===== src/rtl/sd_cmd_responder_if.sv =====
// User-side handshake bundle for sd_cmd_responder: received-command report
// and response request. The slave modport is the responder, the master is the user logic.
interface sd_cmd_responder_if;
  logic        cmd_valid;
  logic [5:0]  cmd_index;
  logic [31:0] cmd_arg;
  logic        cmd_crc_err;
  logic        resp_valid;
  logic        resp_none;
  logic [5:0]  resp_index;
  logic [31:0] resp_status;
  logic        busy;

  modport master (
    input  cmd_valid, cmd_index, cmd_arg, cmd_crc_err, busy,
    output resp_valid, resp_none, resp_index, resp_status
  );

  modport slave (
    output cmd_valid, cmd_index, cmd_arg, cmd_crc_err, busy,
    input  resp_valid, resp_none, resp_index, resp_status
  );
endinterface


===== src/rtl/sd_cmd_responder.sv =====
// Card-side SD CMD line responder: receives 48-bit command tokens and returns a
// user-supplied 48-bit response. Define SD_CMD_RESP_CRC_CHECK_EN for receive CRC7 checking.
module sd_cmd_responder #(
  parameter int NCR = 2
) (
  input  logic              clk,
  input  logic              reset_n,
  input  logic              sd_clk_in,
  input  logic              cmd_in,
  output logic              cmd_out,
  output logic              cmd_oe,
  sd_cmd_responder_if.slave usr
);

  // state     | meaning
  // IDLE      | waiting for a start bit on CMD
  // RX        | shifting in the remaining 47 command bits
  // WAIT_USER | command reported, waiting for resp_valid / resp_none
  // GAP       | response latched, holding CMD released until NCR periods passed
  // TX        | driving the 48-bit response, one bit per SD falling edge
  typedef enum logic [2:0] {IDLE, RX, WAIT_USER, GAP, TX} state_t;
  state_t state, state_nxt;

  logic [1:0]  sd_sync, cmd_sync;
  logic        sd_prev, sd_rise, sd_fall, cmd_bit;
  logic [5:0]  rx_cnt, tx_cnt;
  logic [37:0] rx_sr;
  logic [47:0] tx_sr;
  logic [6:0]  gap_cnt;
  logic        gap_done, frame_ok, resp_take, tx_start, tx_shift, tx_end;

  function automatic logic [6:0] crc7(input logic [39:0] d);
    logic [6:0] c;
    logic       fb;
    c = '0;
    for (int i = 39; i >= 0; i--) begin
      fb = d[i] ^ c[6];
      c  = {c[5:0], 1'b0} ^ (fb ? 7'h09 : 7'h00);
    end
    return c;
  endfunction

  // cmd sync resets to 1 so a released bus never looks like a start bit
  always_ff @(posedge clk or negedge reset_n) begin
    if (!reset_n) begin
      sd_sync  <= 2'b00;
      cmd_sync <= 2'b11;
      sd_prev  <= 1'b0;
    end else begin
      sd_sync  <= {sd_sync[0], sd_clk_in};
      cmd_sync <= {cmd_sync[0], cmd_in};
      sd_prev  <= sd_sync[1];
    end
  end

  assign sd_rise  = sd_sync[1] & ~sd_prev;
  assign sd_fall  = ~sd_sync[1] & sd_prev;
  assign cmd_bit  = cmd_sync[1];
  assign gap_done = (gap_cnt >= 7'(NCR));
  assign usr.busy = (state != IDLE);

  always_ff @(posedge clk or negedge reset_n) begin
    if (!reset_n) state <= IDLE;
    else          state <= state_nxt;
  end

  always_comb begin
    state_nxt = state;
    frame_ok  = 1'b0;
    resp_take = 1'b0;
    tx_start  = 1'b0;
    tx_shift  = 1'b0;
    tx_end    = 1'b0;
    case (state)
      IDLE: if (sd_rise && !cmd_bit) state_nxt = RX;
      RX: if (sd_rise) begin
        if (rx_cnt == 6'd1 && !cmd_bit) state_nxt = IDLE;
        else if (rx_cnt == 6'd47) begin
          if (cmd_bit) begin
            state_nxt = WAIT_USER;
            frame_ok  = 1'b1;
          end else begin
            state_nxt = IDLE;
          end
        end
      end
      WAIT_USER: begin
        if (usr.resp_none) state_nxt = IDLE;
        else if (usr.resp_valid) begin
          state_nxt = GAP;
          resp_take = 1'b1;
        end
      end
      GAP: if (sd_fall && gap_done) begin
        state_nxt = TX;
        tx_start  = 1'b1;
      end
      TX: if (sd_fall) begin
        if (tx_cnt == 6'd48) begin
          state_nxt = IDLE;
          tx_end    = 1'b1;
        end else begin
          tx_shift = 1'b1;
        end
      end
      default: state_nxt = IDLE;
    endcase
  end

  // rx_cnt k holds frame bit 47-k; only index and argument bits are kept
  always_ff @(posedge clk or negedge reset_n) begin
    if (!reset_n) begin
      rx_cnt <= '0;
      rx_sr  <= '0;
    end else if (sd_rise) begin
      if (state == IDLE) rx_cnt <= 6'd1;
      else if (state == RX) begin
        rx_cnt <= rx_cnt + 6'd1;
        if (rx_cnt >= 6'd2 && rx_cnt <= 6'd39) rx_sr <= {rx_sr[36:0], cmd_bit};
      end
    end
  end

  always_ff @(posedge clk or negedge reset_n) begin
    if (!reset_n) begin
      usr.cmd_valid <= 1'b0;
      usr.cmd_index <= '0;
      usr.cmd_arg   <= '0;
    end else begin
      usr.cmd_valid <= frame_ok;
      if (frame_ok) begin
        usr.cmd_index <= rx_sr[37:32];
        usr.cmd_arg   <= rx_sr[31:0];
      end
    end
  end

`ifdef SD_CMD_RESP_CRC_CHECK_EN
  logic [6:0] crc_rx;

  // start and transmission bits are implied 0/1 once a frame is accepted
  always_ff @(posedge clk or negedge reset_n) begin
    if (!reset_n) begin
      crc_rx          <= '0;
      usr.cmd_crc_err <= 1'b0;
    end else begin
      if (state == RX && sd_rise && rx_cnt >= 6'd40 && rx_cnt <= 6'd46)
        crc_rx <= {crc_rx[5:0], cmd_bit};
      if (frame_ok) usr.cmd_crc_err <= (crc7({2'b01, rx_sr}) != crc_rx);
    end
  end
`else
  assign usr.cmd_crc_err = 1'b0;
`endif

  // counts SD rising edges after the end bit, saturating once NCR is reached
  always_ff @(posedge clk or negedge reset_n) begin
    if (!reset_n) gap_cnt <= '0;
    else if (frame_ok) gap_cnt <= '0;
    else if (sd_rise && state != IDLE && state != RX && !gap_done)
      gap_cnt <= gap_cnt + 7'd1;
  end

  always_ff @(posedge clk or negedge reset_n) begin
    if (!reset_n) begin
      tx_sr   <= '0;
      tx_cnt  <= '0;
      cmd_oe  <= 1'b0;
      cmd_out <= 1'b1;
    end else begin
      if (resp_take)
        tx_sr <= {2'b00, usr.resp_index, usr.resp_status,
                  crc7({2'b00, usr.resp_index, usr.resp_status}), 1'b1};
      else if (tx_start || tx_shift)
        tx_sr <= {tx_sr[46:0], 1'b0};
      if (tx_start)      tx_cnt <= 6'd1;
      else if (tx_shift) tx_cnt <= tx_cnt + 6'd1;
      if (tx_start || tx_shift) begin
        cmd_oe  <= 1'b1;
        cmd_out <= tx_sr[47];
      end else if (tx_end) begin
        cmd_oe  <= 1'b0;
        cmd_out <= 1'b1;
      end
    end
  end

endmodule


===== src/flat_wrapper.sv =====
// flat-port wrapper written by rule: the top's interface ports become plain ports
module sd_cmd_responder_flat 
#(
  parameter int NCR = 2
)
  (clk, reset_n, sd_clk_in, cmd_in, cmd_out, cmd_oe, usr_cmd_valid, usr_cmd_index, usr_cmd_arg, usr_cmd_crc_err, usr_busy, usr_resp_valid, usr_resp_none, usr_resp_index, usr_resp_status);
  sd_cmd_responder_if usr_i ();
  input  logic clk;
  input  logic reset_n;
  input  logic sd_clk_in;
  input  logic cmd_in;
  output logic cmd_out;
  output logic cmd_oe;
  output wire logic [$bits(usr_i.cmd_valid)-1:0] usr_cmd_valid;
  output wire logic [$bits(usr_i.cmd_index)-1:0] usr_cmd_index;
  output wire logic [$bits(usr_i.cmd_arg)-1:0] usr_cmd_arg;
  output wire logic [$bits(usr_i.cmd_crc_err)-1:0] usr_cmd_crc_err;
  output wire logic [$bits(usr_i.busy)-1:0] usr_busy;
  input wire logic [$bits(usr_i.resp_valid)-1:0] usr_resp_valid;
  input wire logic [$bits(usr_i.resp_none)-1:0] usr_resp_none;
  input wire logic [$bits(usr_i.resp_index)-1:0] usr_resp_index;
  input wire logic [$bits(usr_i.resp_status)-1:0] usr_resp_status;
  assign usr_cmd_valid = usr_i.cmd_valid;
  assign usr_cmd_index = usr_i.cmd_index;
  assign usr_cmd_arg = usr_i.cmd_arg;
  assign usr_cmd_crc_err = usr_i.cmd_crc_err;
  assign usr_busy = usr_i.busy;
  assign usr_i.resp_valid = usr_resp_valid;
  assign usr_i.resp_none = usr_resp_none;
  assign usr_i.resp_index = usr_resp_index;
  assign usr_i.resp_status = usr_resp_status;
  sd_cmd_responder #(.NCR(NCR)) u_core (.clk(clk), .reset_n(reset_n), .sd_clk_in(sd_clk_in), .cmd_in(cmd_in), .cmd_out(cmd_out), .cmd_oe(cmd_oe), .usr(usr_i));
endmodule

===== config.mk =====
export PLATFORM = sky130hd
export DESIGN_NAME = sd_cmd_responder_flat
export DESIGN_NICKNAME = d
export VERILOG_FILES = /design/src/rtl/sd_cmd_responder_if.sv /design/src/rtl/sd_cmd_responder.sv /design/src/flat_wrapper.sv
export SDC_FILE = /design/constraint.sdc
export NUM_CORES = 1
export LEC_CHECK = 0
export ABC_AREA = 1
export CORE_MARGIN = 3
export CORE_UTILIZATION = 30
export DETAILED_ROUTE_END_ITERATION = 6
export DONT_BUFFER_PORTS = 1
export GPL_ROUTABILITY_DRIVEN = 1
export PLACE_DENSITY = 0.47
export SLEW_MARGIN = 15
export SYNTH_ARGS = -nofsm -noshare
export SYNTH_HDL_FRONTEND = slang
export SYNTH_SLANG_ARGS = --single-unit

===== constraint.sdc =====
create_clock -name clk -period 2.78 [get_ports clk]
set_input_delay 0.278 -clock clk [delete_from_list [all_inputs] [get_ports clk]]
set_output_delay 0.278 -clock clk [all_outputs]
set_load 0.01 [all_outputs]

## Word-level counts from Yosys, hierarchy flattened

Index checks and enable logic that the tools add are counted.

- Input bits: 44
- Output and inout bits: 43
- Flip-flop bits (word level): 154
- Logic and storage cells: 211

- Reduce and logical (&&, ||, !) cells: 20
- Eq/ne operators: 15
- Magnitude comparators: 3
- Multiplexer cells: 77
- Add/subtract/negate cells: 3
- Bitwise logic cells: 79

Operators with widths:

| cell | count |
|---|---|
| $xor 7x7->7 | 37 |
| $mux 4 | 38 |
| $mux 48 | 2 |
| $xor 1x1->1 | 36 |
| $mux 3 | 9 |
| $mux 6 | 4 |
| $mux 1 | 20 |
| $pmux 3 s5 | 1 |
| $mux 7 | 2 |
| $add 6x1->6 const B | 2 |
| $eq 6x6->1 const B | 2 |
| $ne 2x1->1 const B | 5 |
| $reduce_bool 2->1 | 5 |
| $add 7x1->7 const B | 1 |
| $ge 7x2->1 const B | 1 |
| $logic_and 1x1->1 | 7 |
| $reduce_and 7->1 | 1 |
| $eq 3x2->1 const B | 2 |
| $eq 6x1->1 const B | 1 |
| $ge 6x2->1 const B | 1 |
| $le 6x6->1 const B | 1 |
| $ne 3x1->1 const B | 2 |
| $reduce_and 4->1 | 1 |
| $eq 3x1->1 const B | 1 |
| 11 further kinds | 15 |

## Depth between registers and ports, before layout

- Depth in word-level cells: 112
- Gate-level depth with buffers: 26
- Depth with buffers taken out: 25

## Least setup slack after synthesis

No wires, ideal clock.

- Kind: reg-to-reg
- From: register u_core.gap_cnt[1]
- To: register u_core.tx_sr[40]
- Period minus slack after synthesis: 2,075 ps
- Library setup time: 82 ps
- Buffers on the path: 2
- Cell stages (with the launch flop): 11
- Setup slack: 705 ps
- Arrival: 1,993 ps
- Required time: 2,698 ps
- Path through: dfrtp_1 ha_1 nor4_2 nor2_1 nand3_1 nand2_1 nor2_2 inv_2 buf_2 buf_2 a31oi_1

- Word-level cells in the longest chain between the ends: 6

Ends and longest elaborated chain:

| item | line | RTL |
|---|---|---|
| from (decl) | sd_cmd_responder.sv:29 | `logic [6:0] gap_cnt;` |
| from (signal assigned) | sd_cmd_responder.sv:161 | `gap_cnt <= gap_cnt + 7'd1;` |
| $ge 7x2->1 | sd_cmd_responder.sv:59 | `assign gap_done = (gap_cnt >= 7'(NCR));` |
| $logic_and 1x1->1 | sd_cmd_responder.sv:94 | `GAP: if (sd_fall && gap_done) begin` |
| $mux 1 | sd_cmd_responder.sv:94 |  |
| $mux 1 | sd_cmd_responder.sv:74 | `case (state)` |
| $logic_or 1x1->1 | sd_cmd_responder.sv:174 | `else if (tx_start \|\| tx_shift)` |
| $reduce_bool 2->1 (no source line) | n/a |  |
| to (signal assigned) | sd_cmd_responder.sv:172 | `tx_sr <= {2'b00, usr.resp_index, usr.resp_status,` |
| to (signal assigned) | sd_cmd_responder.sv:175 | `tx_sr <= {tx_sr[46:0], 1'b0};` |
| to (decl) | sd_cmd_responder.sv:28 | `logic [47:0] tx_sr;` |

No other way between the ends.
A chain may end at the register's enable or synchronous reset.

## Worst setup path after layout

- From: register u_core.gap_cnt[1]
- To: register u_core.tx_sr[14]

The elaborated chain is that of the path after synthesis.

==> metrics <==
RSZ-0062 raised after global routing no; Placement Cell Area 0.008134 mm^2; max-slew violations 0; CORE AREA 0.02540 mm^2; Mapped Avg Cell Area 7.705 um^2; WL per Instance 13.15 um; register area share after synthesis 0.4927; failing checks negative hold slack; Rows 58; antenna cells 0; HP Class in2async; Max stage delay cell, worst path dfrtp_1; fin crit period 2.249 ns; IO Pins 87; clock skew 0.01948 ns; Seq pwr share 0.417; Clk Tree Root Cell clkbuf_16; Detailed Route Iter0 Violations 302; number of global-route vias before repair 6235; CTS Hold Bufs 35; Max H-tree Level 4; Startpoint Class register; R2R Setup Slk 0.53 ns; CTS Buf Count 17; status complete, but fails checks; Worst Path Max Fanout 78; largest net degree at the start of global routing 155; endpoints failing setup 0; layout cells sized above 1 0.09289; dominant synthesized flop cell dfrtp_1; final core occ 0.3586; Initial Util 0.3082; Storage cell area 0.003857 mm^2; area of the mapped netlist 0.007829 mm^2; Final Cycle Share 0.8088; Syn Nets 1067; initial antenna violation count 0; routability cong. 0.7968; Internal 4.619 mW; DRC violations left 0; vias per cell 4.547; most frequent CP cell nor2_1; P per Cell Area 782.6 mW/mm^2; Critical Path Max Stage Delay 0.42 ns; Comb pwr share 0.250; CP cell instances ha_1, nor4_2, nor2_1, nand3_1, nand2_1, nor2_2, inv_2, buf_4, nor2_1, a31oi_1; die height 167.5 um; Register-to-Register Path Depth 10; Multi-input gate area 0.003323 mm^2; Yosys warnings 0; clock power share 0.333; Worst-Margin Slew 0.7194 ns; Tot GR Track Use 0.1360; Post-synth EDFFs 0; Setup WS post-layout 0.5315 ns; Slew Limit Headroom 0.5204; Syn Inst Count 1016; final hold vios 154; met2 WL post-DR 8203 um; Nets 1093; Reg clk slew, reported paths 0.07 ns; CP Data Arrival Time 2.52 ns; Final Cell Area 0.009107 mm^2; R2R Path Start u_core.gap_cnt[1]$_DFFE_PN0P_; Post-DP HPWL 12320 um; gr ovfl total 0; DRT Pass-1 Iters 4; Yosys cell types 38; setup TNS 0 ns; leakage power 4.395 nW; Sw Share 0.3520; Area Growth Syn to Fin 16.33%; met3 WL 903 um; Crit path buffers/inverters 2; CTS tree built; Die ar. 0.02807 mm^2; worst ir drop on vdd 302.8 uV; Async SR Flop Fraction 1.000; Critical Path RT 3.05 ns; Psw 2.509 mW; Synth Register Bits 154; fillcell total 2684; first-pass GRT wire length 31440 um; crit path kind reg2reg; die width 167.5 um; fmax 444.7 MHz; wire length on met1 8912 um; maxcap violations 0; highest routing layer actually used met4; post-route ant nets 0; crit-path leading delay family simple AND/OR/NAND/NOR gates; IO buf count 0; Worst-Skew Late Latency 0.44 ns; WHS -0.4535 ns; crit end category register; pre-CTS setup slack 0.4928 ns; via count 6298; drt total wl 18210 um; worst r2r dst u_core.tx_sr[14]$_DFFE_PN0P_; clk sinks 154; CP Launch Point u_core.gap_cnt[1]$_DFFE_PN0P_; clk buf depth 2
## layer usage
metal | vias up | track usage
li1 | 3277 | -
met1 | 2905 | 0.1824
met2 | 102 | 0.2152
met3 | 14 | 0.03801
met4 | 0 | 0.04055
met5 | - | 0
## state kept, by name, summed over array words and instances (netlist names), 3 cells and up
signal	cells
u_core.tx_cnt	6
u_core.tx_sr	48
u_core.state	3
u_core.usr.cmd_index	6
u_core.rx_sr	38
u_core.rx_cnt	6
u_core.gap_cnt	7
u_core.usr.cmd_arg	32
## synth_stat cells, drive strengths merged, types with 2 or more instances
cell type,instances,share of area
nand2,375,0.19
dfrtp,151,0.48
inv,126,0.060
o21ai,92,0.059
nand3,66,0.047
nor2,65,0.032
a31oi,38,0.030
clkbuf,25,0.013
buf,12,0.010
a21oi,10,0.0064
ha,7,0.011
nand4,7,0.0056
nor3,7,0.0045
xnor2,6,0.0067
xor2,6,0.0086
nand3b,5,0.0048
o22ai,4,0.0032
dfstp,3,0.010
nor4,3,0.0032
o32ai,2,0.0022
## through the flow
step | total power [mW] | cells
2_1_floorplan | 4.405 | 1016
3_3_place_gp | 4.752 | 1318
3_5_place_dp | 4.774 | 1318
4_1_cts | 7.241 | 1385
5_1_grt | 7.701 | 1385
6_report | 7.128 | 1385
## cell usage in the layout, fill, tap and decap left out, types with 17 or more instances in the layout
cell type,count
a31oi_1,38
nor2_1,63
o21ai_0,91
inv_1,120
dfrtp_1,151
nand2_1,341
nand2_2,31
nand3_1,58
clkbuf_16,17
dlygate4sd3_1,35
## logic make-up after synthesis
family / Yosys count / synth area share
simple gates: 528 / 0.2904
buf+inv: 163 / 0.08375
flops: 154 / 0.4927
compound gates: 151 / 0.1061
xor+xnor: 12 / 0.01534
fa+ha+maj: 7 / 0.01119
other cells: 1 / 0.0004790
## worst max-delay path by stage
stage,end,slack [ns],cells past startpoint
4_1_cts,u_core.tx_sr[37]$_DFFE_PN0P_,0.52,10
6_report,u_core.tx_sr[14]$_DFFE_PN0P_,0.53,10
2_1_floorplan,u_core.tx_sr[40]$_DFFE_PN0P_,0.70,10
5_1_grt,u_core.tx_sr[8]$_DFFE_PN0P_,0.13,8
3_3_place_gp,u_core.tx_sr[6]$_DFFE_PN0P_,0.50,22
3_5_place_dp,u_core.tx_sr[6]$_DFFE_PN0P_,0.49,18
## timing repair
| action | CTS | global route |
|---|---|---|
| resized for setup | 0 | 0 |
| endpoints found under the hold margin | 189 | 154 |
| buffers inserted | 0 | 0 |
## layout make-up
| class | count | share of cell area |
|---|---|---|
| timing repair buffer | 44 | 0.04589 |
| inverter | 126 | 0.05193 |
| clock buffer | 17 | 0.04671 |
| tap | 330 | 0.04534 |
| clock inverter | 15 | 0.02171 |
| sequential | 154 | 0.4235 |
| multi-input combinational | 699 | 0.3649 |
## power groups by stage
stage	Sequential, mW	Combinational, mW	Clock, mW
after floorplan	2.93	1.47	0
after global placement	3.01	1.74	0
after detailed placement	3.01	1.77	0
after CTS	2.97	1.81	2.46
after global routing	3.04	2.10	2.56
final	2.97	1.78	2.37
(Power assumes the default switching activity.)
